[src/rtl/alu_result_stage_if.sv]
// Handshake and data bundle between the adder/subtractor, the result stage
// and the downstream flag/display logic.
interface alu_result_stage_if #(parameter int N = 4);
    logic         in_valid;
    logic         in_ready;
    logic         Op;
    logic         A_msb;
    logic         B_msb;
    logic [N-1:0] Sum;
    logic         Cout;
    logic [N-1:0] Sub;
    logic         Bout;
    logic         out_valid;
    logic         out_ready;
    logic [N-1:0] Result;
    logic         Flag_N;
    logic         Flag_Z;
    logic         Flag_C;
    logic         Flag_V;
    logic         Sticky_V;
    logic         clr_sticky;

    modport master (
        output in_valid, Op, A_msb, B_msb, Sum, Cout, Sub, Bout, out_ready, clr_sticky,
        input  in_ready, out_valid, Result, Flag_N, Flag_Z, Flag_C, Flag_V, Sticky_V
    );

    modport slave (
        input  in_valid, Op, A_msb, B_msb, Sum, Cout, Sub, Bout, out_ready, clr_sticky,
        output in_ready, out_valid, Result, Flag_N, Flag_Z, Flag_C, Flag_V, Sticky_V
    );
endinterface

[src/rtl/alu_result_stage.sv]
// Registered result stage: picks Sum/Sub, computes N/Z/C/V at push time and
// buffers {Result, flags} in a 2-entry FIFO; also tracks a sticky overflow bit.
module alu_result_stage #(
    parameter int N = 4
) (
    input logic               clk,
    input logic               rst,
    alu_result_stage_if.slave bus
);
    localparam int W = N + 4;

    logic [W-1:0] slot0;
    logic [W-1:0] slot1;
    logic [1:0]   count;
    logic         push;
    logic         pop;
    logic [N-1:0] newRes;
    logic         newV;
    logic [W-1:0] newEntry;
    logic         sticky;

    // Entry layout is {Result, N, Z, C, V}; flags are frozen at push time.
    always_comb begin
        newRes   = bus.Op ? bus.Sub : bus.Sum;
        newV     = bus.Op ? ((bus.A_msb != bus.B_msb) && (newRes[N-1] != bus.A_msb))
                          : ((bus.A_msb == bus.B_msb) && (newRes[N-1] != bus.A_msb));
        newEntry = {newRes, newRes[N-1], (newRes == '0), (bus.Op ? bus.Bout : bus.Cout), newV};
    end

    assign bus.in_ready  = (count != 2'd2);
    assign bus.out_valid = (count != 2'd0);
    assign push          = bus.in_valid && bus.in_ready;
    assign pop           = bus.out_valid && bus.out_ready;

    // slot0 is always the head; slot1 only ever holds the second entry.
    always_ff @(posedge clk or posedge rst) begin
        if (rst) begin
            slot0 <= '0;
            slot1 <= '0;
            count <= 2'd0;
        end else begin
            if (pop && (count == 2'd2)) begin
                slot0 <= slot1;
            end else if (push && ((count == 2'd0) || pop)) begin
                slot0 <= newEntry;
            end else if (push) begin
                slot1 <= newEntry;
            end

            case ({push, pop})
                2'b10:   count <= count + 2'd1;
                2'b01:   count <= count - 2'd1;
                default: count <= count;
            endcase
        end
    end

    always_ff @(posedge clk or posedge rst) begin
        if (rst) begin
            sticky <= 1'b0;
        end else if (bus.clr_sticky) begin
            sticky <= 1'b0;
        end else if (pop && slot0[0]) begin
            sticky <= 1'b1;
        end
    end

    assign bus.Result   = slot0[W-1:4];
    assign bus.Flag_N   = slot0[3];
    assign bus.Flag_Z   = slot0[2];
    assign bus.Flag_C   = slot0[1];
    assign bus.Flag_V   = slot0[0];
    assign bus.Sticky_V = sticky;
endmodule

[src/flat_wrapper.sv]
// flat-port wrapper written by rule: the top's interface ports become plain ports
module alu_result_stage_flat 
#(
    parameter int N = 4
)
  (clk, rst, bus_in_valid, bus_Op, bus_A_msb, bus_B_msb, bus_Sum, bus_Cout, bus_Sub, bus_Bout, bus_out_ready, bus_clr_sticky, bus_in_ready, bus_out_valid, bus_Result, bus_Flag_N, bus_Flag_Z, bus_Flag_C, bus_Flag_V, bus_Sticky_V);
  alu_result_stage_if #(.N(N)) bus_i ();
  input logic clk;
  input logic rst;
  input wire logic [$bits(bus_i.in_valid)-1:0] bus_in_valid;
  input wire logic [$bits(bus_i.Op)-1:0] bus_Op;
  input wire logic [$bits(bus_i.A_msb)-1:0] bus_A_msb;
  input wire logic [$bits(bus_i.B_msb)-1:0] bus_B_msb;
  input wire logic [$bits(bus_i.Sum)-1:0] bus_Sum;
  input wire logic [$bits(bus_i.Cout)-1:0] bus_Cout;
  input wire logic [$bits(bus_i.Sub)-1:0] bus_Sub;
  input wire logic [$bits(bus_i.Bout)-1:0] bus_Bout;
  input wire logic [$bits(bus_i.out_ready)-1:0] bus_out_ready;
  input wire logic [$bits(bus_i.clr_sticky)-1:0] bus_clr_sticky;
  output wire logic [$bits(bus_i.in_ready)-1:0] bus_in_ready;
  output wire logic [$bits(bus_i.out_valid)-1:0] bus_out_valid;
  output wire logic [$bits(bus_i.Result)-1:0] bus_Result;
  output wire logic [$bits(bus_i.Flag_N)-1:0] bus_Flag_N;
  output wire logic [$bits(bus_i.Flag_Z)-1:0] bus_Flag_Z;
  output wire logic [$bits(bus_i.Flag_C)-1:0] bus_Flag_C;
  output wire logic [$bits(bus_i.Flag_V)-1:0] bus_Flag_V;
  output wire logic [$bits(bus_i.Sticky_V)-1:0] bus_Sticky_V;
  assign bus_i.in_valid = bus_in_valid;
  assign bus_i.Op = bus_Op;
  assign bus_i.A_msb = bus_A_msb;
  assign bus_i.B_msb = bus_B_msb;
  assign bus_i.Sum = bus_Sum;
  assign bus_i.Cout = bus_Cout;
  assign bus_i.Sub = bus_Sub;
  assign bus_i.Bout = bus_Bout;
  assign bus_i.out_ready = bus_out_ready;
  assign bus_i.clr_sticky = bus_clr_sticky;
  assign bus_in_ready = bus_i.in_ready;
  assign bus_out_valid = bus_i.out_valid;
  assign bus_Result = bus_i.Result;
  assign bus_Flag_N = bus_i.Flag_N;
  assign bus_Flag_Z = bus_i.Flag_Z;
  assign bus_Flag_C = bus_i.Flag_C;
  assign bus_Flag_V = bus_i.Flag_V;
  assign bus_Sticky_V = bus_i.Sticky_V;
  alu_result_stage #(.N(N)) u_core (.clk(clk), .rst(rst), .bus(bus_i));
endmodule
[config.mk]
export PLATFORM = sky130hd
export DESIGN_NAME = alu_result_stage_flat
export DESIGN_NICKNAME = d
export VERILOG_FILES = /design/src/rtl/alu_result_stage_if.sv /design/src/rtl/alu_result_stage.sv /design/src/flat_wrapper.sv
export SDC_FILE = /design/constraint.sdc
export NUM_CORES = 1
export LEC_CHECK = 0
export CORE_UTILIZATION = 49
export DETAILED_ROUTE_END_ITERATION = 16
export PLACE_DENSITY_LB_ADDON = 0.3
export SYNTH_ARGS = -nofsm -noshare
export SYNTH_HDL_FRONTEND = slang
export SYNTH_SLANG_ARGS = --single-unit
[constraint.sdc]
create_clock -name clk -period 4.3 [get_ports clk]
set_input_delay 1.29 -clock clk [delete_from_list [all_inputs] [get_ports clk]]
set_output_delay 1.29 -clock clk [all_outputs]
set_load 0.02 [all_outputs]
==> results_tabular.tex <==
\begin{tabular}{lr}
\hline
Metric & Value \\
\hline
\multicolumn{2}{l}{\textbf{Critical path}} \\
\quad Dominant cell type by count on the critical path & mux2\_4 \\
\quad Maximum fanout encountered on the critical timing path & 11 \\
\quad Largest stage delay on the critical path & 0.61 ns \\
\quad Req. time, crit path & 4.49 ns \\
\quad Worst-path cell chain & clkdlybuf4s50\_1 -> and4b\_1 -> or4\_4 -> mux2\_4 -> mux2\_4 \\
\quad CP max stage cell & clkdlybuf4s50\_1 \\
\quad Buffers plus inverters on the worst setup path & 1 \\
\quad Crit-path leading delay family & simple AND/OR/NAND/NOR gates \\
\quad Worst reg2reg path endpoint & u\_core.slot0[3] \\
\quad Source of the worst register-to-register timing path & u\_core.count[0] \\
\quad Data arrival, critical path & 3.25 ns \\
\quad Kind of start point of the critical path & input pin \\
\quad Reg2reg path depth & 4 \\
\quad Minimum setup slack among reg-to-reg paths & 2.76 ns \\
\quad Kind of capture point of the worst setup path & flop \\
\quad Class of the most critical setup path & in -> reg \\
\multicolumn{2}{l}{\textbf{Detailed routing}} \\
\quad Wirelength per Cell & 13.6 microns \\
\quad Violation count after the first detailed-routing iteration & 17 \\
\quad Detailed Route WL & 1.83 mm \\
\quad Post-detailed-route via-to-cell ratio & 5.44 \\
\quad Remaining routing DRC violations & 0 \\
\quad Antenna Nets Post-Route & 0 \\
\quad Number of iterations in the first detailed-routing pass & 4 \\
\quad DR vias & 735 \\
\multicolumn{2}{l}{\textbf{Place}} \\
\quad HPWL after DPL & 1.39 mm \\
\quad Placed standard-cell area & 1240 sq um \\
\quad Post-Place Worst Slack & 0.936 ns \\
\quad Number of buffers added on ports & 28 \\
\quad GP Congestion & 0.849 \\
\multicolumn{2}{l}{\textbf{Pwr}} \\
\quad Peak supply drop & 351 uV \\
\quad Leakage Power & 0.540 nW \\
\quad Total power density per cell area & 431 nW/um\^{}2 \\
\multicolumn{2}{l}{\textbf{GRT}} \\
\quad Wire length of the first global-routing pass & 3.04 mm \\
\quad GRT Residual Overflow & 0 \\
\quad All-layer global routing usage & 20.3\% \\
\quad Number of antenna violations at the first check in global routing & 0 \\
\quad Pin count of the biggest net entering global routing & 18 \\
\quad Vias in the first global route & 709 \\
\multicolumn{2}{l}{\textbf{Timing}} \\
\quad Fin crit period & 3.06 ns \\
\quad Slew headroom & 57.7\% \\
\quad Max-slew violation count & 0 \\
\quad Final critical-path share of the clock period & 71.1\% \\
\quad Slew at the pin closest to its max-slew limit & 0.633 ns \\
\quad Worst setup skew after layout & 0.00262 ns \\
\quad Max Freq & 327 MHz \\
\quad Setup slack of the critical path after layout & 1.24 ns \\
\quad \# setup viols final & 0 \\
\quad Sum of negative setup slack & 0 ns \\
\quad Endpoints failing hold & 0 \\
\quad Post-route worst hold slack & 0.500 ns \\
\quad Unrepaired setup endpoints after global routing & no \\
\multicolumn{2}{l}{\textbf{Yosys}} \\
\quad Leading area contributor after synthesis & dfrtp\_1 \\
\quad FF+latch count, synth & 17 \\
\quad Area share of the leading cell type in the synthesized netlist & 44.6\% \\
\quad Cells after Synth & 81 \\
\quad Number of distinct standard cells referenced by the synthesized netlist & 27 \\
\quad Net count after synthesis & 99 \\
\quad Netlist area before placement & 955 sq um \\
\quad Synth area leaders & dfrtp\_1 45\%, mux2\_2 22\%, o21ai\_0 3.1\%, mux2\_4 3.1\%, buf\_6 2.4\% \\
\quad Share of the yosys chip area belonging to registers & 44.6\% \\
\quad Total of warnings raised by yosys & 0 \\
\quad Syn avg cell area & 11.8 sq um \\
\multicolumn{2}{l}{\textbf{Clock tree}} \\
\quad Insertion delay to the later sink of the worst-skew pair & 0.29 ns \\
\quad TritonCTS clock tree & yes \\
\quad Total number of H-tree levels & 1 \\
\quad Clk Tree Root Cell & clkbuf\_4 \\
\quad Number of buffers created by CTS & 3 \\
\quad Post-CTS clock slew at the launch and capture registers of the worst setup and hold paths & 0.10 ns \\
\quad Resized Gates After CTS & 0 \\
\quad CTS max path bufs & 2 \\
\quad Cts hold-fix bufs & 0 \\
\quad Number of buffers inserted by post-CTS setup repair & 0 \\
\quad Total number of clock tree sinks & 17 \\
\multicolumn{2}{l}{\textbf{Min path}} \\
\quad Hold Path Origin & u\_core.slot1[6] \\
\quad Endpoint, Worst Hold & u\_core.slot1[6] \\
\quad Worst hold-check path type & reg -> reg \\
\quad Worst hold path cell count & 2 \\
\multicolumn{2}{l}{\textbf{Die}} \\
\quad Die Ht & 46.1 microns \\
\quad Horizontal die dimension & 46.1 microns \\
\quad Area of the die & 2130 sq um \\
\quad I/O pin cnt & 29 \\
\quad Starting Density & 53.5\% \\
\quad Core outline area & 1780 sq um \\
\quad Site row count & 15 \\
\multicolumn{2}{l}{\textbf{Run}} \\
\quad Max-cap viol count & 0 \\
\multicolumn{2}{l}{\textbf{Layout}} \\
\quad Final standard cell area without fillers & 1260 sq um \\
\quad ANT cells & 0 \\
\quad Share of the core filled with cells in the final layout & 70.8\% \\
\quad Number of nets in the layout & 129 \\
\quad Fraction of final layout cells sized beyond drive strength 1 & 24.5\% \\
\quad Area grow syn2layout & 32.2\% \\
\multicolumn{2}{l}{\textbf{Run status}} \\
\quad Run status & completed \\
\hline
\end{tabular}
[power breakdown]
| part | switching (mW) | internal (mW) |
|---|---|---|
| registers | 0.0289 | 0.207 |
| logic | 0.0973 | 0.124 |
| clock network | 0.0518 | 0.0362 |
| total | 0.178 | 0.366 |
[cells in the mapped netlist]
master	instances
mux2_2	19
dfrtp_1	17
inv_1	6
o21ai_0	6
nand2_1	4
nand2b_1	3
a31oi_1	2
buf_6	2
mux2_4	2
mux2i_1	2
nor2_1	2
a22oi_1	1
and2_1	1
and4b_1	1
and4bb_1	1
buf_4	1
nand2_2	1
nand3b_1	1
nor2b_2	1
nor3b_1	1
nor4b_1	1
nor4bb_1	1
o22ai_1	1
o311ai_0	1
or4_1	1
or4_4	1
or4b_1	1
[logic make-up after synthesis]
| group | share of synthesized area, % |
|---|---|
| AO/OA/AOI/OAI | 6.82 |
| buffers and inverters | 5.50 |
| flip-flops | 44.6 |
| multiplexers | 27.7 |
| AND/OR/NAND/NOR | 15.5 |
[cells in the final DEF, fill, tap and decap left out, drive strengths merged, types with 3 or more instances in the layout]
cell type,synthesis,final
dfrtp,17,17
o21ai,6,6
clkdlybuf4s50,0,28
inv,6,6
clkbuf,0,4
nand2b,3,3
mux2,21,21
nand2,5,5
[sequential cells by signal, summed over array words and instances (netlist names)]
register	count
u_core.bus.Sticky_V	1
u_core.slot1	7
u_core.count	2
u_core.slot0	7
[how the worst max path moves through the flow]
stage | startpoint | to | slack (ns) | cells past startpoint
3_5_place_dp | bus_Op | u_core.slot0[0] | 0.94 | 5
2_1_floorplan | bus_Op | u_core.slot0[0] | 1.65 | 5
6_report | bus_Op | u_core.slot0[0] | 1.24 | 5
5_1_grt | bus_Op | u_core.slot0[0] | 1.18 | 5
3_3_place_gp | bus_Op | u_core.slot0[0] | 0.98 | 5
4_1_cts | bus_Op | u_core.slot0[0] | 1.26 | 5
[stage by stage]
step                std cells  power, mW
floorplan                  81      0.369
global placement          131      0.453
detailed placement        131      0.461
CTS                       135      0.549
global route              135      0.576
finish                    135      0.544
[cell type report]
cell class | instances | area [sq um]
sequential | 17 | 425
tap | 25 | 31.3
clock buffer | 4 | 26.3
timing repair buffer | 28 | 280
inverter | 6 | 22.5
multi-input combinational | 55 | 477
fill | 140 | 520
[worst min-delay path: stages, from the launching register on]
cell	delay, ns
dfrtp_1	0.36
nand2_1	0.05
o21ai_0	0.06
[metal layers]
layer  track usage, %  share of wire, %  vias to the layer above
met4             12.4               3.1                        0
met3             2.35               4.0                        7
met2             35.2                52                       24
met5                0                 0                        -
li1                 -                 -                      355
met1             23.7                41                      349
(Power assumes the default switching activity.)
